[config.mk]
export PLATFORM = sky130hd
export DESIGN_NAME = fpga_config_loader_flat
export DESIGN_NICKNAME = d
export VERILOG_FILES = /design/src/rtl/fpga_config_loader_pkg.sv /design/src/rtl/fpga_config_loader_if.sv /design/src/rtl/fpga_config_loader_cfg_word_serializer.sv /design/src/rtl/fpga_config_loader.sv /design/src/flat_wrapper.sv
export SDC_FILE = /design/constraint.sdc
export NUM_CORES = 1
export LEC_CHECK = 0
export CORE_MARGIN = 2
export CORE_UTILIZATION = 55
export CTS_BUF_LIST = sky130_fd_sc_hd__clkbuf_8
export CTS_CLUSTER_DIAMETER = 100
export DETAILED_ROUTE_END_ITERATION = 12
export GPL_TIMING_DRIVEN = 1
export PLACE_DENSITY = 0.83
export SYNTH_ARGS = -nofsm -noshare
export SYNTH_HDL_FRONTEND = slang
export SYNTH_SLANG_ARGS = --single-unit
[constraint.sdc]
create_clock -name clk -period 2.9 [get_ports clk]
set_clock_uncertainty 0.2 [all_clocks]
set_input_delay 0.58 -clock clk [delete_from_list [all_inputs] [get_ports clk]]
set_output_delay 0.58 -clock clk [all_outputs]
set_load 0.01 [all_outputs]
[src/rtl/fpga_config_loader_pkg.sv]
`default_nettype none
// ============================================================================
//  Module      : fpga_config_loader_pkg
//  Description : Shared types and constants for the configuration loader.
//                Holds the loader FSM state encoding and the per-tile config
//                sizes used by the CLB tile array, so that the chain length
//                of a column can be derived from the number of tile rows.
//  Revision    : 1.0 - initial release
// ============================================================================
package fpga_config_loader_pkg;

    // Loader FSM states
    typedef enum logic [2:0] {
        ST_IDLE   = 3'd0,
        ST_LOAD   = 3'd1,
        ST_SHIFT  = 3'd2,
        ST_COMMIT = 3'd3,
        ST_DONE   = 3'd4
    } cfg_state_t;

    // Per-tile configuration sizes of the CLB tile array
    localparam int unsigned LUT_K                  = 4;
    localparam int unsigned LUT_CFG_SIZE           = 1 << LUT_K;
    localparam int unsigned LUTS_PER_CLB           = 4;
    localparam int unsigned CB_CFG_SIZE            = 16;
    localparam int unsigned SB_CFG_SIZE            = 16;
    localparam int unsigned CLB_TILE_COMB_CFG_SIZE = LUTS_PER_CLB * LUT_CFG_SIZE
                                                   + CB_CFG_SIZE + SB_CFG_SIZE;
    localparam int unsigned CLB_TILE_MEM_CFG_SIZE  = 32;

    // Length of one column shift chain for a given number of tile rows
    function automatic int unsigned chain_len(input int unsigned num_rows);
        return num_rows * (CLB_TILE_COMB_CFG_SIZE + CLB_TILE_MEM_CFG_SIZE);
    endfunction

endpackage
`default_nettype wire

[src/rtl/fpga_config_loader_if.sv]
`default_nettype none
// ============================================================================
//  Module      : fpga_config_loader_if
//  Description : Valid/ready bitstream word stream from the host/IO side.
//  Ports       : s_data  - bitstream word, bit 0 shifted first
//                s_valid - s_data valid (master -> slave)
//                s_ready - slave accepts s_data this cycle (slave -> master)
//  Revision    : 1.0 - initial release
// ============================================================================
interface fpga_config_loader_if #(
    parameter int WORD_W = 32
) ();
    logic [WORD_W-1:0] s_data;
    logic              s_valid;
    logic              s_ready;

    modport master (output s_data, output s_valid, input  s_ready);
    modport slave  (input  s_data, input  s_valid, output s_ready);
endinterface
`default_nettype wire

[src/rtl/fpga_config_loader_cfg_word_serializer.sv]
`default_nettype none
// ============================================================================
//  Module      : cfg_word_serializer
//  Description : Word shift register and bit counter. bit_out is the serial
//                bit that the loader registers onto the chain output at the
//                next edge: bit 0 of data_in while loading, otherwise the next
//                not-yet-presented bit of the held word.
//  Ports       : clk, rst_n       - clock, async active-low reset
//                load, data_in    - capture a new word (bit 0 presented first)
//                shift            - advance to the next bit of the word
//                bit_out          - serial bit for the next output cycle
//                last_bit         - the currently presented bit is bit WORD_W-1
//  Revision    : 1.0 - initial release
// ============================================================================
module cfg_word_serializer #(
    parameter int WORD_W = 32
) (
    input  wire logic              clk,
    input  wire logic              rst_n,
    input  wire logic              load,
    input  wire logic              shift,
    input  wire logic [WORD_W-1:0] data_in,
    output logic                   bit_out,
    output logic                   last_bit
);
    localparam int                 c_CNT_W    = (WORD_W > 1) ? $clog2(WORD_W) : 1;
    localparam logic [c_CNT_W-1:0] c_CNT_LAST = c_CNT_W'(WORD_W - 1);

    // Bit 0 goes straight to the output register on load, so only the
    // remaining WORD_W-1 bits are held here.
    logic [WORD_W-2:0]  r_rest;
    logic [c_CNT_W-1:0] r_bit_cnt;

    always_ff @(posedge clk or negedge rst_n) begin
        if (!rst_n) begin
            r_rest    <= '0;
            r_bit_cnt <= '0;
        end else if (load) begin
            r_rest    <= data_in[WORD_W-1:1];
            r_bit_cnt <= '0;
        end else if (shift && (r_bit_cnt != c_CNT_LAST)) begin
            r_rest    <= r_rest >> 1;
            r_bit_cnt <= r_bit_cnt + c_CNT_W'(1);
        end
    end

    assign bit_out  = load ? data_in[0] : r_rest[0];
    assign last_bit = (r_bit_cnt == c_CNT_LAST);

endmodule
`default_nettype wire

[src/rtl/fpga_config_loader.sv]
`default_nettype none
// ============================================================================
//  Module      : fpga_config_loader
//  Description : Serializes a valid/ready bitstream onto the per-column config
//                shift chains of the CLB tile array, column 0 first, then
//                pulses set_hard on every column to commit the contents.
//  Ports       : clk, rst_n     - config clock, async active-low reset
//                start          - begin a load (sampled in IDLE/DONE only)
//                s_if (slave)   - bitstream word stream
//                shift_enable   - per-column chain shift enable (registered)
//                shift_in_hard  - per-column serial config bit (registered)
//                set_hard       - per-column commit strobe (registered)
//                busy, done     - load in progress / load committed
//  Revision    : 1.0 - initial release
// ============================================================================
module fpga_config_loader
    import fpga_config_loader_pkg::*;
#(
    parameter int NUM_COLS  = 2,
    parameter int WORD_W    = 32,
    parameter int CHAIN_LEN = 1024
) (
    input  wire logic                clk,
    input  wire logic                rst_n,
    input  wire logic                start,
    fpga_config_loader_if.slave      s_if,
    output logic [NUM_COLS-1:0]      shift_enable,
    output logic [NUM_COLS-1:0]      shift_in_hard,
    output logic [NUM_COLS-1:0]      set_hard,
    output logic                     busy,
    output logic                     done
);
    localparam int WPC       = CHAIN_LEN / WORD_W;
    localparam int NUM_WORDS = NUM_COLS * WPC;
    localparam int c_WCNT_W  = (WPC > 1)      ? $clog2(WPC)      : 1;
    localparam int c_COL_W   = (NUM_COLS > 1) ? $clog2(NUM_COLS) : 1;

    localparam logic [c_WCNT_W-1:0] c_WCNT_LAST = c_WCNT_W'(WPC - 1);
    localparam logic [c_COL_W-1:0]  c_COL_LAST  = c_COL_W'(NUM_COLS - 1);
    localparam logic [NUM_COLS-1:0] c_COL0_SEL  = NUM_COLS'(1);

    if (((CHAIN_LEN % WORD_W) != 0) || (WORD_W < 2) || (NUM_WORDS < 1)) begin : g_bad_params
        $error("fpga_config_loader: CHAIN_LEN must be a non-zero multiple of WORD_W (WORD_W >= 2)");
    end

    cfg_state_t          r_state;
    logic [c_COL_W-1:0]  r_col;
    logic [c_WCNT_W-1:0] r_word_cnt;
    logic [NUM_COLS-1:0] r_shift_en;
    logic [NUM_COLS-1:0] r_shift_in;
    logic [NUM_COLS-1:0] r_set_hard;
    logic                r_busy;
    logic                r_done;

    logic                w_bit;
    logic                w_last_bit;
    logic                w_word_end;
    logic                w_final_word;
    logic                w_col_wrap;
    logic                w_accept;
    logic                w_shift;
    logic [c_COL_W-1:0]  w_next_col;
    logic [NUM_COLS-1:0] w_load_sel;

    assign w_word_end   = (r_state == ST_SHIFT) && w_last_bit;
    assign w_col_wrap   = (r_word_cnt == c_WCNT_LAST);
    assign w_final_word = (r_col == c_COL_LAST) && w_col_wrap;
    assign w_shift      = (r_state == ST_SHIFT) && !w_last_bit;

    // Ready at the end of every word except the last, so a continuously
    // valid source keeps the chain shifting with no bubble.
    assign s_if.s_ready = (r_state == ST_LOAD) || (w_word_end && !w_final_word);
    assign w_accept     = s_if.s_ready && s_if.s_valid;

    // Column the next word lands on: LOAD keeps the current column, a
    // word-end load moves on once the column has received WPC words.
    assign w_next_col = (w_word_end && w_col_wrap) ? r_col + c_COL_W'(1) : r_col;
    assign w_load_sel = c_COL0_SEL << w_next_col;

    cfg_word_serializer #(
        .WORD_W   (WORD_W)
    ) u_serializer (
        .clk      (clk),
        .rst_n    (rst_n),
        .load     (w_accept),
        .shift    (w_shift),
        .data_in  (s_if.s_data),
        .bit_out  (w_bit),
        .last_bit (w_last_bit)
    );

    always_ff @(posedge clk or negedge rst_n) begin
        if (!rst_n) begin
            r_state    <= ST_IDLE;
            r_col      <= '0;
            r_word_cnt <= '0;
            r_shift_en <= '0;
            r_shift_in <= '0;
            r_set_hard <= '0;
            r_busy     <= 1'b0;
            r_done     <= 1'b0;
        end else begin
            r_set_hard <= '0;
            case (r_state)
                ST_IDLE, ST_DONE: begin
                    if (start) begin
                        r_state    <= ST_LOAD;
                        r_col      <= '0;
                        r_word_cnt <= '0;
                        r_busy     <= 1'b1;
                        r_done     <= 1'b0;
                    end
                end
                ST_LOAD: begin
                    if (w_accept) begin
                        r_state    <= ST_SHIFT;
                        r_shift_en <= w_load_sel;
                        r_shift_in <= w_load_sel & {NUM_COLS{w_bit}};
                    end
                end
                ST_SHIFT: begin
                    if (!w_last_bit) begin
                        r_shift_in <= r_shift_en & {NUM_COLS{w_bit}};
                    end else if (w_final_word) begin
                        r_state    <= ST_COMMIT;
                        r_word_cnt <= '0;
                        r_shift_en <= '0;
                        r_shift_in <= '0;
                        r_set_hard <= '1;
                    end else begin
                        r_word_cnt <= w_col_wrap ? '0 : r_word_cnt + c_WCNT_W'(1);
                        r_col      <= w_next_col;
                        if (s_if.s_valid) begin
                            r_shift_en <= w_load_sel;
                            r_shift_in <= w_load_sel & {NUM_COLS{w_bit}};
                        end else begin
                            r_state    <= ST_LOAD;
                            r_shift_en <= '0;
                            r_shift_in <= '0;
                        end
                    end
                end
                ST_COMMIT: begin
                    r_state <= ST_DONE;
                    r_busy  <= 1'b0;
                    r_done  <= 1'b1;
                end
                default: begin
                    r_state <= ST_IDLE;
                end
            endcase
        end
    end

    assign shift_enable  = r_shift_en;
    assign shift_in_hard = r_shift_in;
    assign set_hard      = r_set_hard;
    assign busy          = r_busy;
    assign done          = r_done;

endmodule
`default_nettype wire

[src/flat_wrapper.sv]
// flat-port wrapper written by rule: the top's interface ports become plain ports
module fpga_config_loader_flat import fpga_config_loader_pkg::*;
#(
    parameter int NUM_COLS  = 2,
    parameter int WORD_W    = 32,
    parameter int CHAIN_LEN = 1024
)
  (clk, rst_n, start, shift_enable, shift_in_hard, set_hard, busy, done, s_if_s_data, s_if_s_valid, s_if_s_ready);
  fpga_config_loader_if #(.WORD_W(WORD_W)) s_if_i ();
  input  wire logic clk;
  input  wire logic rst_n;
  input  wire logic start;
  output logic [NUM_COLS-1:0] shift_enable;
  output logic [NUM_COLS-1:0] shift_in_hard;
  output logic [NUM_COLS-1:0] set_hard;
  output logic busy;
  output logic done;
  input wire logic [$bits(s_if_i.s_data)-1:0] s_if_s_data;
  input wire logic [$bits(s_if_i.s_valid)-1:0] s_if_s_valid;
  output wire logic [$bits(s_if_i.s_ready)-1:0] s_if_s_ready;
  assign s_if_i.s_data = s_if_s_data;
  assign s_if_i.s_valid = s_if_s_valid;
  assign s_if_s_ready = s_if_i.s_ready;
  fpga_config_loader #(.NUM_COLS(NUM_COLS), .WORD_W(WORD_W), .CHAIN_LEN(CHAIN_LEN)) u_core (.clk(clk), .rst_n(rst_n), .start(start), .s_if(s_if_i), .shift_enable(shift_enable), .shift_in_hard(shift_in_hard), .set_hard(set_hard), .busy(busy), .done(done));
endmodule
==> flow_summary.ini <==
[run_status]
outcome = complete, no violations

[synth]
synth_most_common_cell = nand2_1
yosys_warnings = 0
synth_nets = 335
synth_top_cells_by_count = nand2_1 (80), dfrtp_1 (52), nor2_1 (34)
synth_top_area_share_pct = 49.8
synth.ff_latch_count = 52
synthFlopType = dfrtp_1
synth_edf_count = 0
seq_area_frac_synth_pct = 49.8
syn_area_per_cell_sq_um = 8.85
synth_top_cell_by_area = dfrtp_1
synth_area_leaders = dfrtp_1 (50%), nand2_1 (11%), a31oi_1 (6.9%)
synth-async-reset-ratio_pct = 100
ys_types = 45
synthCells = 295
syn-cell-area_sq_mm = 0.00261

[sta]
max-slew-margin-rel_pct = 63.9
slew_violations = 0
clock.fmax_ghz = 0.378
finalHoldViolations = 0
period_share_pct = 91.1
fin_tns_setup_ns = 0
worst_slew_pin_slew_ns = 0.538
rsz0062_at_grt = no
setup_violations = 0
period_needed_ns = 2.64

[place]
dp_hpwl_mm = 3.63
gp_congestion = 0.814
dpl-instance-area_sq_mm = 0.00312
portBuffers = 44

[route]
dr.pass1.iters = 4
drt-total-wl_mm = 5.18
drc = 0
ant_nets = 0
vias_per_cell = 5.61
vias = 2210
wl_per_cell_um = 13.1
drtIter0Drc = 89

[floorplan]
ios = 45
initial_utilization_pct = 56.0
coreArea_sq_mm = 0.00466
die_h_um = 72.9
die_area_sq_mm = 0.00532
dieWidth_um = 72.9
rows = 25

[critical_path]
ff2ff_setup_slack_ns = 0.44
required_ns = 2.12
critPathCaptureType = output pin
crit_chain = ha_1 > and3_1 > ha_1 > a21boi_2 > a21oi_1 > nor2_1 > clkbuf_2
r2r-end = u_core.r_word_cnt[2]
cp.arrival_ns = 1.86
start_kind = flip-flop
cp_common_cell = ha_1
r2r_start = u_core.u_serializer.r_bit_cnt[0]
cp_max_fo = 4
r2r_cells = 8
worst_path_max_delay_cell = dfrtp_1
path_class = reg2out
critPathMaxStageDelay_ns = 0.42

[clock_network]
cts_buffer_depth = 2
cts_tree = yes
clk_pin_slew_ns = 0.09
ctsHtreeMaxLevel = 2
clk_latency_ns = 0.30
cts_made_buffers = 5
cts_num_sinks = 52
root_buffer = clkbuf_8

[power_and_ir_drop]
vdd_drop_max_uv = 430
power.leakage_uw = 0.00146
power_density_mw_per_mm2 = 891

[grt]
grt_antenna_before_repair = 0
grt_pass1_vias = 2075
grt_start_max_net_pins = 65
grt_pass1_wl_mm = 9.14
track_usage_pct = 22.0
overflow = 0

[finish]
antennaDiodeCount = 0
drive_gt1_share_pct = 9.71
fin_area_sq_mm = 0.00323
syn2layout_area_growth_pct = 23.7
fin_nets = 379

[worst_hold_path]
whs_path_depth = 2
hold_path_class = reg2reg
min_to = u_core.shift_in_hard[0]
hold_start = u_core.shift_in_hard[0]

[run]
cap_violations = 0
## what timing repair did
action	4_1_cts	5_1_grt
setup buffers	0	0
hold buffers	1	0
hold endpoints to repair	14	0
endpoints found under the setup margin	1	1
resized for setup	1	2
## metrics by stage
step	std cells	power, uW	hold slack, ns	util [%]	worst slack [ns]
after global placement	385	2370	0.264	66.9	0.201
after global routing	394	3140	0.333	69.3	0.0867
after CTS	394	2900	0.291	69.4	0.114
after floorplan	295	2070	0.0844	-	0.453
final	394	2880	0.284	69.3	0.258
after detailed placement	385	2420	0.270	66.9	0.172
## registers in the layout, summed over array words and instances, names as in the netlist
signal                         cells
u_core.u_serializer.r_bit_cnt      5
u_core.u_serializer.r_rest        31
u_core.shift_in_hard               2
u_core.r_word_cnt                  5
u_core.set_hard                    1
u_core.busy                        1
u_core.shift_enable                2
u_core.r_col                       1
u_core.done                        1
u_core.r_state                     3
## worst max path at each step
stage                                     from            to
after detailed placement  u_core.r_word_cnt[0]  s_if_s_ready
after floorplan           u_core.r_word_cnt[0]  s_if_s_ready
after global placement    u_core.r_word_cnt[0]  s_if_s_ready
final                     u_core.r_word_cnt[0]  s_if_s_ready
after CTS                 u_core.r_word_cnt[0]  s_if_s_ready
after global routing      u_core.r_word_cnt[0]  s_if_s_ready
## critical path, delay by kind of cell, from the launching register on
kind / cells / cell delay, ns
fa+ha+maj: 2 / 0.45
flops: 1 / 0.42
simple gates: 2 / 0.33
compound gates: 2 / 0.23
buf+inv: 1 / 0.15
## metal layers
layer / vias up / track usage [%] / share of wire [%]
li1: 1087 / - / -
met1: 1055 / 30.0 / 46
met2: 64 / 36.0 / 49
met3: 4 / 4.14 / 4.5
met4: 0 / 6.38 / 0.77
met5: - / 0 / 0
## power breakdown
part / switching [uW] / total [uW] / internal [uW]
Clock: 228 / 481 / 253
Combinational: 628 / 1160 / 529
Sequential: 204 / 1240 / 1040
Total: 1060 / 2880 / 1820
## placed cells by master (no fill, tap or decap), types with 4 or more instances in the layout
| cell type | n |
|---|---|
| a21oi_1 | 10 |
| a31oi_1 | 29 |
| buf_4 | 12 |
| clkbuf_8 | 5 |
| clkdlybuf4s50_1 | 42 |
| dfrtp_1 | 52 |
| ha_1 | 4 |
| inv_1 | 8 |
| nand2_1 | 80 |
| nor2_1 | 34 |
| o21ai_0 | 9 |
## layout make-up
class	count	area, sq um
clock buffers	5	68.8
clock inverters	3	38.8
fillers	356	1430
inverters	7	26.3
multi-input cells	215	1180
flip-flops and latches	52	1300
well taps	54	67.6
repair buffers	58	551
## logic make-up after synthesis
logic type	count (synthesis)	synth area share (%)
AND/OR/NAND/NOR	139	23.8
AO/OA/AOI/OAI	66	16.7
flip-flops	52	49.8
buffers and inverters	28	5.51
adder cells (fa/ha/maj)	4	1.92
XOR/XNOR	3	1.01
multiplexers	3	1.25
Note: power is estimated with default switching activity, not from simulation.
